===== src/rtl/mstreset_seq.sv =====
// Master reset sequencer: synchronises board-reset release, holds all channels, then
// releases NUM_OUT active-high reset channels in index order with a fixed stagger.
module mstreset_seq #(
    parameter int unsigned NUM_OUT        = 3,
    parameter int unsigned SYNC_STAGES    = 2,
    parameter int unsigned HOLD_CYCLES    = 16,
    parameter int unsigned STAGGER_CYCLES = 4
) (
    input  logic               clk,
    input  logic               reset,
    input  logic               sw_req,
    output logic [NUM_OUT-1:0] rst_out,
    output logic               ready,
    output logic [1:0]         cause
);

    localparam int unsigned MaxCnt = (HOLD_CYCLES > STAGGER_CYCLES) ? HOLD_CYCLES
                                                                     : STAGGER_CYCLES;
    localparam int unsigned CntW   = $clog2(MaxCnt + 1);
    localparam int unsigned IdxW   = (NUM_OUT > 1) ? $clog2(NUM_OUT) : 1;

    localparam logic [CntW-1:0]    HoldCnt    = CntW'(HOLD_CYCLES);
    localparam logic [CntW-1:0]    StagCnt    = CntW'(STAGGER_CYCLES);
    localparam logic [IdxW-1:0]    IdxLast    = IdxW'(NUM_OUT - 1);
    localparam logic [IdxW-1:0]    IdxFirst   = IdxW'(1);
    localparam logic [NUM_OUT-1:0] ChanOne    = NUM_OUT'(1);
    localparam logic [1:0]         CauseBoard = 2'b01;
    localparam logic [1:0]         CauseSw    = 2'b10;

    typedef enum logic [1:0] {
        StAssert,
        StRelease,
        StRun
    } state_e;

    state_e                 state_q, state_d;
    logic [SYNC_STAGES-1:0] sync_q, sync_d;
    logic [CntW-1:0]        cnt_q, cnt_d;
    logic [CntW-1:0]        cnt_inc;
    logic [IdxW-1:0]        idx_q, idx_d;
    logic [NUM_OUT-1:0]     rst_out_q, rst_out_d;
    logic                   ready_q, ready_d;
    logic [1:0]             cause_q, cause_d;
    logic                   rst_sync;

    assign sync_d   = {sync_q[SYNC_STAGES-2:0], 1'b1};
    assign rst_sync = sync_q[SYNC_STAGES-1];
    assign cnt_inc  = cnt_q + CntW'(1);

    always_ff @(posedge clk or negedge reset) begin
        if (!reset) begin
            sync_q    <= '0;
            state_q   <= StAssert;
            cnt_q     <= '0;
            idx_q     <= '0;
            rst_out_q <= '1;
            ready_q   <= 1'b0;
            cause_q   <= CauseBoard;
        end else begin
            sync_q    <= sync_d;
            state_q   <= state_d;
            cnt_q     <= cnt_d;
            idx_q     <= idx_d;
            rst_out_q <= rst_out_d;
            ready_q   <= ready_d;
            cause_q   <= cause_d;
        end
    end

    always_comb begin
        state_d   = state_q;
        cnt_d     = cnt_q;
        idx_d     = idx_q;
        rst_out_d = rst_out_q;
        ready_d   = ready_q;
        cause_d   = cause_q;

        // A software request wins over everything and restarts the hold from this edge.
        if (sw_req) begin
            state_d   = StAssert;
            cnt_d     = '0;
            idx_d     = '0;
            rst_out_d = '1;
            ready_d   = 1'b0;
            cause_d   = CauseSw;
        end else if (rst_sync) begin
            unique case (state_q)
                StAssert: begin
                    cnt_d = cnt_inc;
                    if (cnt_inc == HoldCnt) begin
                        cnt_d = '0;
                        if (NUM_OUT == 1) begin
                            state_d   = StRun;
                            rst_out_d = '0;
                            ready_d   = 1'b1;
                        end else begin
                            state_d   = StRelease;
                            idx_d     = IdxFirst;
                            rst_out_d = rst_out_q & ~ChanOne;
                        end
                    end
                end
                StRelease: begin
                    cnt_d = cnt_inc;
                    if (cnt_inc == StagCnt) begin
                        cnt_d     = '0;
                        rst_out_d = rst_out_q & ~(ChanOne << idx_q);
                        if (idx_q == IdxLast) begin
                            state_d = StRun;
                            ready_d = 1'b1;
                        end else begin
                            idx_d = idx_q + IdxW'(1);
                        end
                    end
                end
                StRun: begin
                    cnt_d = '0;
                end
                default: begin
                    state_d   = StAssert;
                    cnt_d     = '0;
                    idx_d     = '0;
                    rst_out_d = '1;
                    ready_d   = 1'b0;
                end
            endcase
        end
    end

    // Outputs come straight from flops so downstream resets never glitch.
    always_comb begin
        rst_out = rst_out_q;
        ready   = ready_q;
        cause   = cause_q;
    end

endmodule


===== config.mk =====
export PLATFORM = sky130hd
export DESIGN_NAME = mstreset_seq
export DESIGN_NICKNAME = d
export VERILOG_FILES = /design/src/rtl/mstreset_seq.sv
export SDC_FILE = /design/constraint.sdc
export NUM_CORES = 1
export LEC_CHECK = 0
export BUFFER_PORTS_ARGS = -buffer_cell sky130_fd_sc_hd__buf_2
export CORE_MARGIN = 2
export CORE_UTILIZATION = 56
export DETAILED_ROUTE_END_ITERATION = 16
export PLACE_DENSITY = 0.76
export SLEW_MARGIN = 10
export SYNTH_ARGS = -nofsm -noshare
export SYNTH_HDL_FRONTEND = slang
export SYNTH_SLANG_ARGS = --single-unit

===== constraint.sdc =====
create_clock -name clk -period 1.8 [get_ports clk]
set_input_delay 0.09 -clock clk [delete_from_list [all_inputs] [get_ports clk]]
set_output_delay 0.09 -clock clk [all_outputs]
set_load 0.01 [all_outputs]

==> results.txt <==
Cell Count, Final, Fillers Out - 128
Max Freq - 576 MHz
DR vias - 790
Post-synth EDFFs - 0
maximum vdd drop - 0.000469 V
GR Util met1 - 32.7%
initial drt markers - 19
CTS max path bufs - 2
WL/cell - 14.9 um
gr usage total - 22.4%
total wire length - 1.90 mm
LEAKAGE - 0.449 nW
Starting Density - 61.3%
crit-path max FO - 6
reg2reg path depth - 6
row cnt - 14
first-pass iteration count of the detailed router - 4
FILL cells - 136
Die Y - 45.3 um
Post-Synthesis Cells - 102
Max Cap Viol - 0
Placed Instances - 123
Finish-stage setup viols - 0
syn_nets - 109
final hold vios - 0
Syn. warnings - 0
largest net degree at the start of global routing - 18
DRC - 0
R2R Path Start - cnt_q[0]
clock buffer count from CTS - 3
hold_ws - 83.0 ps
syn avg cell area - 9.37 sq um
Worst R2R Setup Slack - 60 ps
core region area - 1560 sq um
Worst Skew - 11.3 ps
post-detailed-route count of antenna-violating nets - 0
RD Place Congestion - 0.830
GRT met3 Usage - 4.80%
crit start category - flip-flop
global-route wire length before repair - 3.31 mm
Setup Buffers After CTS - 0
RSZ-0062 raised after global routing - yes
clock sinks - 17
Worst Hold Class - in -> reg
Hold Crit Endpoint - cause[0]
Die ar. - 2050 sq um
Via density - 6.17
IO Pins - 9
synthesized area - 956 sq um
Die X - 45.3 um
Port Buffers - 8
fin nets - 120
Synth Flop Type - dfrtp_1
Worst Setup End Kind - flip-flop
Tcrit/Tclk final - 96.5%
met2 GRT Util - 32.3%
status - finished clean
diode count - 0
P&R area growth vs syn - 10.9%
CTS tree - done
asr flop ratio synth - 100%
vias in the first global route - 748
RR Endpoint - idx_q[1]
Yosys cell types - 37
CP Data Arrival Time - 1920 ps
flops & latches, synth - 17
required time worst endpoint - 1990 ps
Pins Over Slew Limit - 0
GRT busiest layer - met1
Overflow after GRT - 0
H-tree depth - 1
Root Buffer - clkbuf_4
pwr dens - 824 nW/um^2
Worst-Skew Late Latency - 300 ps
HPWL after detailed placement - 1.28 mm
Hold Path Depth - 2
register area share after synthesis - 45.0%
Critical Path Start - cnt_q[0]
start point of the worst hold path - sw_req
Final min period - 1740 ps
initial antenna violation count - 0
fraction of layout cells with a size suffix above 1 - 23.2%
Pwr Total - 0.873 mW
Clk pin slew, worst setup/hold paths - 110 ps
WS Path Type - reg -> reg
[how the worst max path moves through the flow]
stage | cells past startpoint | slack (ps) | to
6_report | 6 | 60 | idx_q[1]
5_1_grt | 6 | -20 | idx_q[1]
4_1_cts | 6 | 10 | idx_q[1]
3_5_place_dp | 6 | 90 | idx_q[1]
3_3_place_gp | 6 | 130 | idx_q[1]
2_1_floorplan | 6 | 200 | idx_q[1]
[stage by stage]
step           cell area (sq um)  setup TNS, ps  utilization [%]  worst slack, ps
6_report                    1060              0             68.0             62.4
5_1_grt                     1060          -40.8             68.0            -15.1
4_1_cts                     1050              0             67.3             11.4
3_5_place_dp                1010              0             64.7             86.5
3_3_place_gp                1010              0             64.7              125
2_1_floorplan                956              0                -              197
[flip-flops by register name, summed over array words and instances (netlist names)]
signal and cells:
cnt_q 5, ready 1, sync_q 2, state_q 2
cause 2, idx_q 2, rst_out 3
[report_power, final]
part / switching (mW) / internal [mW]
Combinational: 0.107 / 0.0800
Clock: 0.131 / 0.0848
Sequential: 0.0454 / 0.424
Total: 0.284 / 0.589
[logic make-up (layout without fill, tap and decap cells)]
logic type	Yosys count	in the layout	synth area share (%)
AOI/OAI and AO/OA	28	28	19.0
adders and majority gates	4	4	5.24
DFF	17	17	45.0
buffers and inverters	7	17	2.75
other	1	1	0.392
xor gates and xnor gates	1	1	0.916
muxes	1	1	1.05
and+or+nand+nor	43	43	25.7
[area by class of cell]
type                       count  area [sq um]  share of cell area (%)
sequential                    17           430                    40.6
tap                           16          20.0                    1.89
clock inverter                 1          7.51                   0.708
clock buffer                   3          22.5                    2.13
multi-input combinational     78           510                    48.2
timing repair buffer          10          57.6                    5.43
inverter                       3          11.3                    1.06
[critical path, stage by stage, from the launching register on]
cell and delay [ps]:
dfrtp_1 440, ha_2 240, nor4b_4 270, and3b_4 280, nor2_4 100, a21oi_2 70
a41o_1 230
[routing by layer]
metal	wire, um	vias up
li1	-	385
met2	847	18
met4	35	0
met1	950	381
met3	68	6
met5	0	-
[Yosys cell counts, drive strengths merged (2+ instances only)]
master	instances	area, sq um
a21o	2	15.0
a21oi	9	45.0
clkbuf	3	11.3
dfrtp	13	325
dfstp	4	105
ha	4	50.1
inv	3	11.3
nand2	9	33.8
nand2b	4	25.0
nand3	3	15.0
nor2	13	56.3
nor2b	3	18.8
nor3	3	15.0
nor3b	2	15.0
o21ai	6	30.0
o31ai	2	15.0
[cells in the final DEF (no fill, tap or decap), drive strengths merged, types with 2 or more instances in the layout]
cell type	count
buf	9
dfstp	4
a21oi	9
nand2b	4
clkbuf	3
o31ai	2
ha	4
nor2	13
a21o	2
nand3	3
nor3b	2
nor2b	3
inv	3
nand2	9
o21ai	6
dfrtp	13
nor3	3
[what timing repair did]
item / 4_1_cts / 5_1_grt
setup endpoints to repair: 0 / 4
gates resized for setup: 0 / 3
hold endpoints to repair: 17 / 0
hold buffers: 1 / 0
Note: power is estimated with default switching activity, not from simulation.
